===== config.mk =====
export PLATFORM = sky130hd
export DESIGN_NAME = lif_scheduler
export DESIGN_NICKNAME = d
export VERILOG_FILES = /design/src/rtl/lif_pkg.sv /design/src/rtl/lif_step.sv /design/src/rtl/lif_scheduler.sv
export SDC_FILE = /design/constraint.sdc
export NUM_CORES = 1
export LEC_CHECK = 0
export BUFFER_PORTS_ARGS = -buffer_cell sky130_fd_sc_hd__buf_2
export CAP_MARGIN = 20
export CORE_MARGIN = 10
export CORE_UTILIZATION = 55
export DETAILED_ROUTE_END_ITERATION = 7
export PLACE_DENSITY = 0.73
export SLEW_MARGIN = 10
export SYNTH_ARGS = -nofsm -noshare
export SYNTH_HDL_FRONTEND = slang
export SYNTH_SLANG_ARGS = --single-unit

===== constraint.sdc =====
create_clock -name clk -period 5.8 [get_ports clk]
set_input_delay 0.29 -clock clk [delete_from_list [all_inputs] [get_ports clk]]
set_output_delay 0.29 -clock clk [all_outputs]
set_load 0.005 [all_outputs]

===== src/rtl/lif_pkg.sv =====
// Shared definitions for the time-multiplexed LIF neuron scheduler.
//
// Contents:
//   STATE_W       - membrane state width
//   CUR_W         - input current width
//   SUM_W         - width of current + (state >> 1), wide enough not to wrap
//   DEF_THRESHOLD - default firing threshold
//   lif_fsm_e     - sweep controller states
package lif_pkg;

    localparam int STATE_W       = 5;
    localparam int CUR_W         = 5;
    localparam int SUM_W         = 6;
    localparam int DEF_THRESHOLD = 10;

    typedef enum logic [1:0] {
        ST_IDLE  = 2'd0,
        ST_SWEEP = 2'd1,
        ST_DONE  = 2'd2
    } lif_fsm_e;

endpackage


===== src/rtl/lif_step.sv =====
// Combinational single-neuron leaky integrate-and-fire update.
//
// Ports:
//   cur_i    in  CUR_W    input current of the neuron being updated
//   state_i  in  STATE_W  current membrane state
//   thresh_i in  STATE_W  firing threshold
//   state_o  out STATE_W  next membrane state (0 on fire, else saturated sum)
//   fire_o   out 1        neuron fires this update
module lif_step
    import lif_pkg::*;
(
    input  logic [CUR_W-1:0]   cur_i,
    input  logic [STATE_W-1:0] state_i,
    input  logic [STATE_W-1:0] thresh_i,
    output logic [STATE_W-1:0] state_o,
    output logic               fire_o
);

    // Clamp the 6-bit sum into the 5-bit state range.
    function automatic logic [STATE_W-1:0] sat_state(input logic [SUM_W-1:0] s);
        if (s > SUM_W'((1 << STATE_W) - 1)) begin
            return '1;
        end else begin
            return s[STATE_W-1:0];
        end
    endfunction

    logic [SUM_W-1:0] sum;

    always_comb begin
        // Leak is a halving of the previous state.
        sum     = SUM_W'(cur_i) + SUM_W'(state_i >> 1);
        fire_o  = (sum >= SUM_W'(thresh_i));
        state_o = fire_o ? '0 : sat_state(sum);
    end

endmodule


===== src/rtl/lif_scheduler.sv =====
// Time-multiplexed LIF neuron array: NUM_NEURONS neurons share one lif_step
// datapath; a step pulse sweeps every neuron once, in index order.
//
// Parameters:
//   NUM_NEURONS  - neuron count (power of two, 2..32)
//   THRESHOLD    - firing threshold (1..31)
//   REFRAC_STEPS - refractory sweeps after a fire (1..7)
//
// Ports:
//   clk         in   clock, rising edge
//   reset       in   synchronous active-high reset
//   wr_en       in   current register write strobe
//   wr_addr     in   neuron index to write
//   wr_data     in   new input current
//   step        in   request one timestep sweep (ignored while busy)
//   busy        out  sweep or done cycle in progress
//   done        out  one-cycle pulse at sweep completion
//   spike_valid out  one cycle per fired neuron, the cycle after its update
//   spike_idx   out  index of the fired neuron
//   spike_vec   out  spike bitmap of the last completed timestep
//   mon_addr    in   monitor select
//   mon_state   out  membrane state of the selected neuron (combinational)
//
// Build option: define LIF_REFRACTORY_EN to add a per-neuron refractory
// counter that holds a neuron at 0 for REFRAC_STEPS sweeps after it fires.
module lif_scheduler
    import lif_pkg::*;
#(
    parameter int NUM_NEURONS  = 8,
    parameter int THRESHOLD    = DEF_THRESHOLD,
    parameter int REFRAC_STEPS = 2,
    localparam int IDX_W       = $clog2(NUM_NEURONS)
) (
    input  logic                   clk,
    input  logic                   reset,
    input  logic                   wr_en,
    input  logic [IDX_W-1:0]       wr_addr,
    input  logic [CUR_W-1:0]       wr_data,
    input  logic                   step,
    output logic                   busy,
    output logic                   done,
    output logic                   spike_valid,
    output logic [IDX_W-1:0]       spike_idx,
    output logic [NUM_NEURONS-1:0] spike_vec,
    input  logic [IDX_W-1:0]       mon_addr,
    output logic [STATE_W-1:0]     mon_state
);

    localparam logic [2:0] REFRAC_INIT = 3'(REFRAC_STEPS);

    lif_fsm_e               state_q, state_d;
    logic [IDX_W-1:0]       idx_q, idx_d;
    logic [NUM_NEURONS-1:0] pend_q, pend_d;
    logic [NUM_NEURONS-1:0] spike_vec_q;
    logic                   spike_valid_q;
    logic [IDX_W-1:0]       spike_idx_q;
    logic                   busy_q;
    logic [CUR_W-1:0]       cur_q [NUM_NEURONS];
    logic [STATE_W-1:0]     mem_q [NUM_NEURONS];

    logic [STATE_W-1:0]     step_state, upd_state;
    logic                   step_fire, upd_fire;
    logic                   sweep_act, last_idx;

    assign sweep_act = (state_q == ST_SWEEP);
    assign last_idx  = (idx_q == IDX_W'(NUM_NEURONS - 1));

    lif_step u_step (
        .cur_i    (cur_q[idx_q]),
        .state_i  (mem_q[idx_q]),
        .thresh_i (STATE_W'(THRESHOLD)),
        .state_o  (step_state),
        .fire_o   (step_fire)
    );

`ifdef LIF_REFRACTORY_EN
    logic [2:0] refr_q [NUM_NEURONS];
    logic       in_refrac;

    // A refractory neuron is pinned at 0 and cannot fire; its counter
    // counts down once per sweep.
    assign in_refrac = (refr_q[idx_q] != 3'd0);
    assign upd_state = in_refrac ? '0 : step_state;
    assign upd_fire  = step_fire & ~in_refrac;

    always_ff @(posedge clk) begin
        if (reset) begin
            for (int n = 0; n < NUM_NEURONS; n++) begin
                refr_q[n] <= '0;
            end
        end else if (sweep_act) begin
            if (in_refrac) begin
                refr_q[idx_q] <= refr_q[idx_q] - 3'd1;
            end else if (upd_fire) begin
                refr_q[idx_q] <= REFRAC_INIT;
            end
        end
    end
`else
    logic unused_refrac;
    assign unused_refrac = ^REFRAC_INIT;
    assign upd_state     = step_state;
    assign upd_fire      = step_fire;
`endif

    always_comb begin
        state_d = state_q;
        idx_d   = idx_q;
        pend_d  = pend_q;
        case (state_q)
            ST_IDLE: begin
                if (step) begin
                    state_d = ST_SWEEP;
                    idx_d   = '0;
                end
            end
            ST_SWEEP: begin
                // Neuron 0's update starts a fresh bitmap for this timestep.
                pend_d = ((idx_q == '0) ? '0 : pend_q)
                       | (upd_fire ? (NUM_NEURONS'(1) << idx_q) : '0);
                if (last_idx) begin
                    state_d = ST_DONE;
                end else begin
                    idx_d = idx_q + IDX_W'(1);
                end
            end
            ST_DONE: begin
                state_d = ST_IDLE;
            end
            default: begin
                state_d = ST_IDLE;
            end
        endcase
    end

    always_ff @(posedge clk) begin
        if (reset) begin
            state_q       <= ST_IDLE;
            idx_q         <= '0;
            pend_q        <= '0;
            spike_vec_q   <= '0;
            spike_valid_q <= 1'b0;
            spike_idx_q   <= '0;
            busy_q        <= 1'b0;
            for (int n = 0; n < NUM_NEURONS; n++) begin
                cur_q[n] <= '0;
                mem_q[n] <= '0;
            end
        end else begin
            state_q       <= state_d;
            idx_q         <= idx_d;
            pend_q        <= pend_d;
            // Registered so busy rises one edge after step is accepted and
            // stays up through the done cycle.
            busy_q        <= sweep_act;
            // The last neuron's spike lands in the done cycle.
            spike_valid_q <= sweep_act & upd_fire;
            if (sweep_act && upd_fire) begin
                spike_idx_q <= idx_q;
            end
            if (sweep_act && last_idx) begin
                spike_vec_q <= pend_d;
            end
            if (sweep_act) begin
                mem_q[idx_q] <= upd_state;
            end
            // Nonblocking: a same-edge write does not affect this update.
            if (wr_en) begin
                cur_q[wr_addr] <= wr_data;
            end
        end
    end

    assign busy        = busy_q;
    assign done        = (state_q == ST_DONE);
    assign spike_valid = spike_valid_q;
    assign spike_idx   = spike_idx_q;
    assign spike_vec   = spike_vec_q;
    assign mon_state   = mem_q[mon_addr];

endmodule


==> Yosys cells after proc, flatten, opt, wreduce, memory -nomap -nowiden <==
Memories as Yosys holds them, arrays and structs flattened. A register that Yosys moved wholly into a read port is not among the register bits.
Cells that the tools add are included.
{ "totals": {"ff_bits": 26, "ramBits": 80, "in_bits": 15, "elab_cells": 60, "mem_count": 2} }
{ "mem_list": {"columns": ["name", "depth", "width", "read_ports", "rd_ports_with_merged_regs", "write_ports", "line", "source"], "rows": [
  ["cur_q", 8, 5, 1, 1, 8, "lif_scheduler.sv:58", "logic [CUR_W-1:0] cur_q [NUM_NEURONS];"],
  ["mem_q", 8, 5, 2, 1, 8, "lif_scheduler.sv:59", "logic [STATE_W-1:0] mem_q [NUM_NEURONS];"]
]} }
{ "op_classes": {"add_sub_neg": 2, "n_lt_le_gt_ge": 2, "n_eq_ne": 6, "n_shift": 1, "n_mux": 29, "bitwise": 2, "n_reduce_logical": 9} }
{ "ops": {"columns": ["op", "n"], "rows": [
  ["3-bit two-way mux", 8],
  ["8-bit two-way mux", 3],
  ["5-bit two-way mux", 4],
  ["1-bit two-way mux", 10],
  ["5-bit OR reduction", 2],
  ["8-bit bitwise OR", 1],
  ["1-bit by 3-bit left shift with 8-bit output (first input constant)", 1],
  ["5-bit by 4-bit adder with 6-bit output", 1],
  ["6-bit by 4-bit >= comparator with 1-bit output (second input constant)", 1],
  ["6-bit by 5-bit greater-than comparator with 1-bit output (second input constant)", 1],
  ["3-bit case mux with 2 select lines", 1],
  ["2-bit two-way mux", 2],
  ["2-bit != test (second input constant)", 2],
  ["2-bit case mux with 2 select lines", 1],
  ["3-bit by 1-bit adder with 3-bit output (second input constant)", 1],
  ["3-bit equality test (second input constant)", 1],
  ["3-bit logical NOT", 1],
  ["3-bit AND reduction", 1],
  ["2-bit by 1-bit equality test with 1-bit output (second input constant)", 1],
  ["2-bit equality test (second input constant)", 1],
  ["1-bit logical AND", 2],
  ["2-bit logical NOT", 1],
  ["2-bit by 1-bit != test with 1-bit output (second input constant)", 1],
  ["2-bit AND reduction", 1],
  ["2 further kinds", 2]
]} }

==> Logic depth before layout (Yosys ltp) <==
Gate-level depths: netlist (run 1).
{ "depth": {"word_depth": 6, "mapped_depth": 13, "mapped_depth_nobuf": 9} }

==> Cells and area by module <==
From an unflattened synthesis (run 1), not the netlist that was laid out.
{ "hier_totals": {"cells_unflattened": 424, "area_unflattened_um2": 5596.6} }
{ "modules_own_cells": {"columns": ["mod", "instances", "cells_per_inst", "area_per_inst_um2"], "rows": [
  ["lif_scheduler", 1, 383, 5241.3],
  ["lif_step", 1, 41, 355.3]
]} }

==> Worst setup path after synthesis (run 1) <==
OpenSTA, ideal clock, no wires.
{ "synth_timing": {"kind": "reg-to-reg", "from": "reg (tool-made name)", "to": "mem mem_q[6][0] (data pin)", "setup_ns": 0.133, "arrival_ns": 3.587, "path_slack_ns": 2.081, "stages_incl_launch_ff": 14, "path_buffers": 4, "path_cell_list": "dfxtp_1 > buf_6 > buf_2 > mux4_2 > mux2_2 > ha_1 > fa_1 > a211o_1 > a211o_1 > and3_1 > clkbuf_1 > nor2_2 > buf_2 > and3_1"} }
{ "synth_lines": {"columns": ["item", "line"], "rows": [
  ["end: declaration", "lif_scheduler.sv:59"]
]} }

==> impl_results.md, run 1 <==
- Place WS: 1247 ps
- Layout Utilization: 62.35%
- Worst-Skew Late Latency: 380 ps
- Clock Pin Slew Worst Setup and Hold Paths: 100 ps
- Die Footprint: around 0.014 mm²
- CP required: 6040 ps
- TritonCTS sink count: 109
- Syn_area_per_cell: 13.19 µm²
- Synth Flop Type: edfxtp_1
- Share of cells above drive strength 1: about a quarter
- Post_cts resized: 0
- Sw frac: 27.48%
- Mapped Cells: between 400 and 500
- Clock share of power: a little under 30%
- Largest net degree at the start of global routing: 45
- Placeable Area: between 0.009 and 0.01 mm²
- Final non-filler cell total: 574
- Post-route DRC: 0
- Top cell type's share of synthesized area: 44.76%
- IO Port Bufs: 33
- Hold_buf cts: 0
- Top delay family on crit path: simple AND/OR/NAND/NOR gates
- Vias in the first global route: 3512
- CTS tree: done
- Leak: 2.211 nW
- Clk_skew: roughly 12 ps
- Post-synth top area cell: edfxtp_1
- CP max-delay cell: nor2_2
- Depth of the worst hold-timing path: 2
- Max FO, Critical Path: 22
- Status: finished clean
- Number of post-CTS setup repair buffers: 0
- Die X: between 100 and 150 µm
- Vias: 3277
- Final Total Pwr: 1.625 mW
- Internal power: 1.178 mW
- Hold crit path type: input pin to flop
- Flop pwr share: 55.1%
- CTS Buf Count: 9
- Clock Tree Buf Depth: 2
- Final GP Congestion: 0.8692
- Placed instance count: 558
- Initial core utilization: a little under three fifths
- Post-route setup slack: 1232 ps
- Setup TNS Final: 0 ps
- TritonRoute pass-1 iters: 4
- Max-slew violation count: 0
- Combinational Power Share: around 16%
- WP buf/inv: 1
- Yosys warning count: 0
- Most common cell in the netlist: edfxtp_1
- GR Overflow Total: 0
- Reg2reg end: mem_q[0][1]
- CP Data Arrival Time: 4810 ps
- Synth Register Bits: 109
- DRT Wirelength: around 11000 µm
- Worst slew margin: 38.82%
- WHS Endpoint: cur_q[4][4]
- Vias/cell: 5.709
- Number of library cell types mapped by synthesis: 52
- Worst Hold Launch: wr_data[4]
- R2r setup slk: around 1200 ps
- I/O Pins: 34
- Antenna Cells: 0
- Slowest stage delay, CP: 700 ps
- Post-DP HPWL: 8314 µm
- PD cells: 278.1 mW/mm²
- Post-route ant nets: 0
- Final min period: approximately 4600 ps
- Asr flop ratio synth: 0%
- DIE HEIGHT: 118.8 µm
- Worst vdd ir: 0.1595 mV
- R2r worst-path depth: 10
- Synth-to-layout area growth: 8.858%
- Initial antenna violation count: 0
- F_max: 218.9 MHz
- Syn Std Cell Area: 0.005368 mm²
- Post-synth EDFFs: 80
- Avg WL per Cell: 19.51 µm
- Largest cells by area after synthesis: edfxtp_1 (45%), mux4_2 (12%), dfxtp_1 (11%), and2_1 (4.8%), nor2_1 (2.8%)
- RSZ-0062 raised after global routing: false
- Nets@finish: 466
- Gr usage total: 16.53%
- CP Capture Type: flop
- WS Path Type: flop to flop
- Worst-path cell chain: buf_4, mux4_2, mux2_2, ha_1, fa_1, a211o_1, a211o_1, and3_1, nor2_2, and3_1
- First-pass GRT wire length: 18690 µm
- # setup viols final: 0
- H-tree levels: 3
- Final Cycle Share: 78.76%
- Register area share after synthesis: a little under three fifths
- Final Hold Viols: 0
- Max Cap Violations: 0
- Root buf cell: clkbuf_8
- Psw: 0.4464 mW
- Crit start category: flop
- Worst-Margin Slew: 916.4 ps
- Row count: 35
- Starting DRT DRC Count: 209
- Top cells by count, synth: edfxtp_1 (80), and2_1 (41), nor2_1 (40)
[through the flow]
| step | hold slack [ps] | area (µm²) |
|---|---|---|
| after detailed placement | 435.2 | 5637 |
| after CTS | 265.1 | 5843 |
| after floorplan | 416.8 | 5394 |
| final | 267.5 | 5843 |
| after global routing | 296.7 | 5843 |
| after global placement | 427.0 | 5637 |
[cell usage in the layout, fill, tap and decap left out, types with 8 or more instances in the layout]
cell and instances:
a21oi_1 14, and2_1 41, and3_1 20, buf_2 33, clkbuf_8 9, conb_1 8
dfxtp_1 29, edfxtp_1 80, ha_1 10, mux2_2 13, mux4_2 28, nand2_1 14
nand2b_1 13, nand3_1 10, nor2_1 40, nor3_1 10, or2_2 13
[how the worst max path moves through the flow]
| stage | slack, ps | end | cells past startpoint |
|---|---|---|---|
| after CTS | 1230 | mem_q[0][1] | 10 |
| final | 1230 | mem_q[0][1] | 10 |
| after floorplan | 2080 | mem_q[6][0] | 13 |
| after global routing | 920 | mem_q[0][1] | 10 |
| after detailed placement | 1250 | mem_q[4][0] | 10 |
| after global placement | 1370 | mem_q[4][0] | 10 |
[routing by layer]
layer	part of all wire (%)	vias to the layer above	global-route usage, %
met5	0	-	0
met2	50	91	27.25
met1	44	1605	21.61
met4	1.0	0	4.351
li1	-	1571	-
met3	5.5	10	3.522
[area by class of cell]
cell class / instances / area (µm²)
fillers: 768 / 3528
flip-flops and latches: 109 / 2983
multi-input cells: 281 / 2301
repair buffers: 34 / 172.7
well taps: 129 / 161.4
clock buffers: 9 / 123.9
clock inverters: 7 / 82.58
inverters: 5 / 18.77
[power by group through the flow]
stage	registers (mW)	clock network, mW	logic (mW)
detailed placement	0.914	0	0.249
global placement	0.912	0	0.242
floorplan	0.898	0	0.202
CTS	0.896	0.486	0.250
global route	0.900	0.516	0.278
finish	0.895	0.478	0.252
[logic make-up (layout without fill, tap and decap cells)]
kind of cell	count (synthesis)	after routing	share of synthesized area [%]
flops	109	109	55.57
compound gates	41	41	5.921
other cells	1	8	0.06986
xor+xnor	4	4	1.002
buf+inv	24	55	2.051
fa+ha+maj	11	11	2.704
simple gates	172	172	17.23
mux	45	45	15.45
[flip-flops by register name, summed over array words and instances, names as in the netlist, named ones only]
signal and flops:
busy 1, cur_q 40, idx_q 3, mem_q 40
pend_q 8, spike_idx 3, spike_valid 1, spike_vec 8
state_q 2
Power figures use the tool's default switching activity.
==> inputs of run 2 (changes only) <==
==> constraint.sdc (replaced) <==
create_clock -name clk -period 4.55 [get_ports clk]
set_input_delay 0.2275 -clock clk [delete_from_list [all_inputs] [get_ports clk]]
set_output_delay 0.2275 -clock clk [all_outputs]
set_load 0.005 [all_outputs]
==> run 2 against run 1 <==
Compared with the run above: die area did not move; sequential share of layout area down 0.46 points; clock skew increased by 0.58 ps; combinational power increased by 30%; worst hold slack worse by 30 ps; worst setup slack worse by 650 ps; sequential power is 27% higher.
==> impl_results.md, run 2 (same netlist as run 1, synthesis figures left out) <==
- DRT Wirelength: 11100 µm (was 11200 µm)
- Leak: 2.248 nW (was 2.211 nW)
- WS Path Type: flop to flop (unchanged)
- DIE HEIGHT: 118.8 µm (unchanged)
- Status: finished clean (unchanged)
- Worst slew margin: 48.53% (was 38.82%)
- Multi-input gate area: 0.002301 mm² (unchanged)
- PD cells: 361.0 mW/mm² (was 278.1 mW/mm²)
- Clock Tree Buf Depth: 2 (unchanged)
- Flop pwr share: 53.5% (was 55.1%)
- Worst-Skew Late Latency: 360 ps (was 380 ps)
- F_max: 251.9 MHz (was 218.9 MHz)
- RSZ-0062 raised after global routing: false (unchanged)
- Row count: 35 (unchanged)
- Max Cap Violations: 0 (unchanged)
- Fill count: 747 (was 768)
- Final min period: 3970 ps (was 4568 ps)
- Vias in the first global route: 3473 (was 3512)
- Worst-Margin Slew: 772.0 ps (was 916.4 ps)
- Clk_skew: 12.63 ps (was 12.05 ps)
- Psw: 0.5522 mW (was 0.4464 mW)
- IO Port Bufs: 33 (unchanged)
- Starting DRT DRC Count: 251 (was 209)
- Placeable Area: 0.009371 mm² (unchanged)
- CP Data Arrival Time: 4130 ps (was 4810 ps)
- DRT met1 WL: 4905 µm (was 4917 µm)
- Hold crit path type: input pin to flop (unchanged)
- Max layer used: met4 (unchanged)
- Crit start category: flop (unchanged)
- Antenna Cells: 0 (unchanged)
- Setup TNS Final: 0 ps (unchanged)
- Nets@finish: 470 (was 466)
- Sw frac: 25.95% (was 27.48%)
- Number of post-CTS setup repair buffers: 0 (unchanged)
- Synth-to-layout area growth: 9.837% (was 8.858%)
- GR Overflow Total: 0 (unchanged)
- First-pass GRT wire length: 18030 µm (was 18690 µm)
- Most frequent cells in the layout: edfxtp_1 (80), and2_1 (41), nor2_1 (40), buf_2 (33), dfxtp_1 (29) (unchanged)
- Post_cts resized: 0 (unchanged)
- # setup viols final: 0 (unchanged)
- CTS Buf Count: 9 (unchanged)
- Max-slew violation count: 0 (unchanged)
- Avg WL per Cell: 19.20 µm (was 19.51 µm)
- Commonest non-fill, non-tap cell in the layout: edfxtp_1 (unchanged)
- CP required: 4710 ps (was 6040 ps)
- Final Total Pwr: 2.128 mW (was 1.625 mW)
- Largest registers: cur_q: 40 flops, mem_q: 40 flops (unchanged)
- Die X: 118.8 µm (unchanged)
- Root buf cell: clkbuf_8 (unchanged)
- Clock Pin Slew Worst Setup and Hold Paths: 100 ps (about the same)
- Max FO, Critical Path: 12 (was 22)
- Post-route DRC: 0 (unchanged)
- Clock share of power: 31.1% (was 29.4%)
- Combinational Power Share: 15.4% (was 15.5%)
- Post-DP HPWL: 8265 µm (was 8314 µm)
- Hold_ws: 237.9 ps (was 267.5 ps)
- TritonCTS sink count: 109 (unchanged)
- Final GP Congestion: 0.8225 (was 0.8692)
- Final Cycle Share: 87.25% (was 78.76%)
- Hold_buf cts: 0 (unchanged)
- Largest net degree at the start of global routing: 45 (unchanged)
- H-tree levels: 3 (unchanged)
- Post-route ant nets: 0 (unchanged)
- Register area: 0.002983 mm² (unchanged)
- Die Footprint: 0.01411 mm² (unchanged)
- CP Capture Type: flop (unchanged)
- Worst vdd ir: 0.2131 mV (was 0.1595 mV)
- Met3 wire len: 488 µm (was 621 µm)
- Final Hold Viols: 0 (unchanged)
- Initial antenna violation count: 0 (unchanged)
- Design Area, Final: 0.005896 mm² (was 0.005843 mm²)
- CTS tree: done (unchanged)
- Initial core utilization: 57.28% (unchanged)
- Gr usage total: 15.80% (was 16.53%)
- I/O Pins: 34 (unchanged)
- Vias: 3359 (was 3277)
- Internal power: 1.576 mW (was 1.178 mW)
- Placed Area: 0.005667 mm² (was 0.005637 mm²)
- Share of cells above drive strength 1: 26.28% (was 25.62%)
- TritonRoute pass-1 iters: 5 (was 4)
- Vias/cell: 5.811 (was 5.709)
- Metal2 WL: 5540 µm (was 5545 µm)
run 2: metrics by stage:
stage          utilization [%]  instances  worst slack (ps)
4_1_cts                  62.91        578             640.7
6_report                 62.91        578             580.1
2_1_floorplan                -        414             830.5
3_5_place_dp             60.47        562             687.6
5_1_grt                  62.91        578             384.2
3_3_place_gp             60.47        562             761.4
run 2: layer usage:
metal / vias to the layer above / track usage [%]
met5: - / 0
met4: 0 / 4.733
met3: 14 / 3.808
met2: 87 / 26.28
met1: 1677 / 19.96
li1: 1581 / -
run 2: worst paths after layout:
path / slack (ps) / end / from / depth (start not counted)
min reg2reg: 470 / pend_q[5] / pend_q[5] / 1
min: 240 / cur_q[2][4] / wr_data[4] / 2
max reg2reg: 580 / mem_q[1][3] / flop / 9
max: 580 / mem_q[1][3] / flop / 9
run 2: layout make-up:
type / instances / area share [%]
well taps: 129 / 2.738
inverters: 5 / 0.3183
flip-flops and latches: 109 / 50.59
clock inverters: 6 / 1.549
repair buffers: 38 / 3.438
multi-input cells: 281 / 39.03
clock buffers: 10 / 2.334
run 2: power groups by stage:
stage               sequential (mW)  clock, mW  combinational [mW]
floorplan                      1.15          0               0.257
global placement               1.16          0               0.316
detailed placement             1.16          0               0.324
CTS                            1.14      0.670               0.327
global route                   1.14      0.711               0.359
finish                         1.14      0.662               0.328
run 2: critical path, stage by stage (launching register included):
cell     delay, ps
dfxtp_1        710
mux4_2         390
mux2_2         290
ha_1           230
fa_1           440
a21o_1         180
a21oi_1        440
xnor2_1        340
nand3_1        420
nor4_1         330
==> inputs of run 3 (changes only) <==
==> constraint.sdc (replaced) <==
create_clock -name clk -period 4.1 [get_ports clk]
set_input_delay 0.205 -clock clk [delete_from_list [all_inputs] [get_ports clk]]
set_output_delay 0.205 -clock clk [all_outputs]
set_load 0.005 [all_outputs]
==> run 3 against run 2 <==
Compared with the run above: worst setup slack got worse by 190 ps; first-iteration DRC count decreased by 22%; count of clock-buffer cells in the layout fell by 1; cell area is 0.32% lower; via count decreased by 0.39%; worst hold slack got worse by 46 ps; sequential cell count stayed put; clock power is 2% lower; utilization decreased by 0.20 points; combinational power rose by 14%; global-route usage increased by 0.91 points.
==> impl_results.md, run 3 (same netlist as run 1, synthesis figures left out) <==
- Hold_buf cts: 0 (unchanged)
- Hold crit path type: input pin to flop (unchanged)
- Nets@finish: 470 (unchanged)
- H-tree levels: 3 (unchanged)
- Starting DRT DRC Count: 195 (was 251)
- Share of cells above drive strength 1: 26.06% (was 26.28%)
- WP buf/inv: 2 (was 0)
- CP Data Arrival Time: 3950 ps (was 4130 ps)
- Commonest non-fill, non-tap cell in the layout: edfxtp_1 (unchanged)
- F_max: 269.4 MHz (was 251.9 MHz)
- WS Path Type: flop to flop (unchanged)
- Post-route DRC: 0 (unchanged)
- GR Overflow Total: 0 (unchanged)
- Post-route ant nets: 0 (unchanged)
- TritonRoute pass-1 iters: 5 (unchanged)
- Sw frac: 26.74% (was 25.95%)
- CTS Buf Count: 9 (unchanged)
- Max FO, Critical Path: 18 (was 12)
- Worst-Margin Slew: 768.8 ps (was 772.0 ps)
- Psw: 0.6114 mW (was 0.5522 mW)
- TritonCTS sink count: 109 (unchanged)
- IO Port Bufs: 33 (unchanged)
- R2r setup slk: 390 ps (was 580 ps)
- Final Cycle Share: 90.53% (was 87.25%)
- DIE HEIGHT: 118.8 µm (unchanged)
- Flop pwr share: 55.3% (was 53.5%)
- Antenna Cells: 0 (unchanged)
- Status: finished clean (unchanged)
- Gr usage total: 16.71% (was 15.80%)
- DRT Wirelength: 11340 µm (was 11100 µm)
- Synth-to-layout area growth: 9.487% (was 9.837%)
- Number of post-CTS setup repair buffers: 0 (unchanged)
- Final Hold Viols: 0 (unchanged)
- Vias/cell: 5.789 (was 5.811)
- Die X: 118.8 µm (unchanged)
- CP Depth: 10 (was 9)
- CP required: 4330 ps (was 4710 ps)
- Row count: 35 (unchanged)
- Worst slew margin: 48.75% (was 48.53%)
- Final GP Congestion: 0.8449 (was 0.8225)
- R2r worst-path depth: 10 (was 9)
- Internal power: 1.675 mW (was 1.576 mW)
- Initial core utilization: 57.28% (unchanged)
- Leak: 2.234 nW (was 2.248 nW)
- Reg2reg end: mem_q[2][0] (was mem_q[1][3])
- RSZ-0062 raised after global routing: false (unchanged)
- Setup crit end: mem_q[2][0] (was mem_q[1][3])
- Max-slew violation count: 0 (unchanged)
- Fill count: 741 (was 747)
- Placeable Area: 0.009371 mm² (unchanged)
- Worst-path cell chain: buf_4, mux4_2, mux2_2, fa_1, a211o_1, a211o_1, and3_1, nor2_2, buf_4, and3_1 (was mux4_2, mux2_2, ha_1, fa_1, a21o_1, a21oi_1, xnor2_1, nand3_1, nor4_1)
- PD cells: 389.1 mW/mm² (was 361.0 mW/mm²)
- Initial antenna violation count: 0 (unchanged)
- Vias: 3346 (was 3359)
- Most frequent cells in the layout: edfxtp_1 (80), and2_1 (41), nor2_1 (40), buf_2 (33), dfxtp_1 (29) (unchanged)
- Largest net degree at the start of global routing: 45 (unchanged)
- Hold_ws: 192.0 ps (was 237.9 ps)
- Root buf cell: clkbuf_8 (unchanged)
- CTS tree: done (unchanged)
- Clock Pin Slew Worst Setup and Hold Paths: 100 ps (about the same)
- First-pass GRT wire length: 18730 µm (was 18030 µm)
- Worst vdd ir: 0.2178 mV (was 0.2131 mV)
- Max Cap Violations: 0 (unchanged)
- Crit start category: flop (unchanged)
- Vias in the first global route: 3530 (was 3473)
- Slowest stage delay, CP: 700 ps (was 710 ps)
- Worst-Skew Late Latency: 370 ps (was 360 ps)
- Largest registers: cur_q: 40 flops, mem_q: 40 flops (unchanged)
- Avg WL per Cell: 19.62 µm (was 19.20 µm)
- CP Capture Type: flop (unchanged)
- CP max-delay cell: dfxtp_1 (unchanged)
- Setup TNS Final: 0 ps (unchanged)
- Final min period: 3712 ps (was 3970 ps)
- Clk_skew: 7.883 ps (was 12.63 ps)
- I/O Pins: 34 (unchanged)
- # setup viols final: 0 (unchanged)
- Die Footprint: 0.01411 mm² (unchanged)
- Post_cts resized: 0 (unchanged)
- Clock Tree Buf Depth: 2 (unchanged)
- Clock share of power: 28.4% (was 31.1%)
- Top delay family on crit path: flip-flops (was simple AND/OR/NAND/NOR gates)
- Combinational Power Share: 16.4% (was 15.4%)
- Post-DP HPWL: 8460 µm (was 8265 µm)
==> run 3: cell count changes in the layout (fill, tap and decap cells not counted), sizes merged <==
cell    change
clkbuf      -1
inv         -2
clkinv      +4
bufinv      -1
==> run 3: metrics by stage <==
stage / power (mW) / setup slack, ps / cells / area (µm²) / util [%]
after floorplan: 1.556 / 380.5 / 414 / 5394 / -
after global placement: 1.647 / 541.8 / 562 / 5679 / 60.60
after detailed placement: 1.661 / 423.7 / 562 / 5679 / 60.60
after CTS: 2.291 / 397.9 / 578 / 5877 / 62.71
after global routing: 2.385 / 232.4 / 578 / 5877 / 62.71
final: 2.287 / 388.2 / 578 / 5877 / 62.71
==> run 3: how the worst min path moves through the flow <==
stage                from  cells past startpoint  slack, ps            to
2_1_floorplan       reset                      2        390  spike_idx[0]
5_1_grt        wr_data[4]                      2        200   cur_q[7][4]
6_report       wr_data[4]                      2        190   cur_q[0][4]
3_3_place_gp    pend_q[6]                      1        430     pend_q[6]
4_1_cts        wr_data[4]                      2        190   cur_q[7][4]
3_5_place_dp    pend_q[4]                      2        440     pend_q[4]
==> run 3: worst register-to-register path, stage by stage (launching register included) <==
cell	delay (ps)
dfxtp_1	700
buf_4	290
mux4_2	320
mux2_2	310
fa_1	590
a211o_1	270
a211o_1	280
and3_1	270
nor2_2	150
buf_4	200
and3_1	210
==> run 3: power by group through the flow <==
stage / clock network, mW / logic, mW / registers [mW]
3_3_place_gp: 0 / 0.359 / 1.29
6_report: 0.649 / 0.374 / 1.26
4_1_cts: 0.655 / 0.373 / 1.26
3_5_place_dp: 0 / 0.371 / 1.29
2_1_floorplan: 0 / 0.286 / 1.27
5_1_grt: 0.707 / 0.409 / 1.27
==> run 3: final cells by class <==
| cell class | count | area (µm²) | share of cell area (%) |
|---|---|---|---|
| Clock buffer | 9 | 123.9 | 2.108 |
| Tap cell | 129 | 161.4 | 2.746 |
| Clock inverter | 7 | 73.82 | 1.256 |
| Inverter | 5 | 18.77 | 0.3194 |
| Timing Repair Buffer | 38 | 215.2 | 3.662 |
| Multi-Input combinational cell | 281 | 2301 | 39.15 |
| Sequential cell | 109 | 2983 | 50.76 |
==> run 3: routing by layer <==
layer  share of wire [%]  GRT usage, %  routed length, µm  up-vias
met5                   0             0                  0        -
met4                 1.7         5.878                197        0
met3                 4.4         3.855                503       15
met2                  50         27.56               5689       89
met1                  44         21.09               4948     1657
li1                    -             -                  -     1585
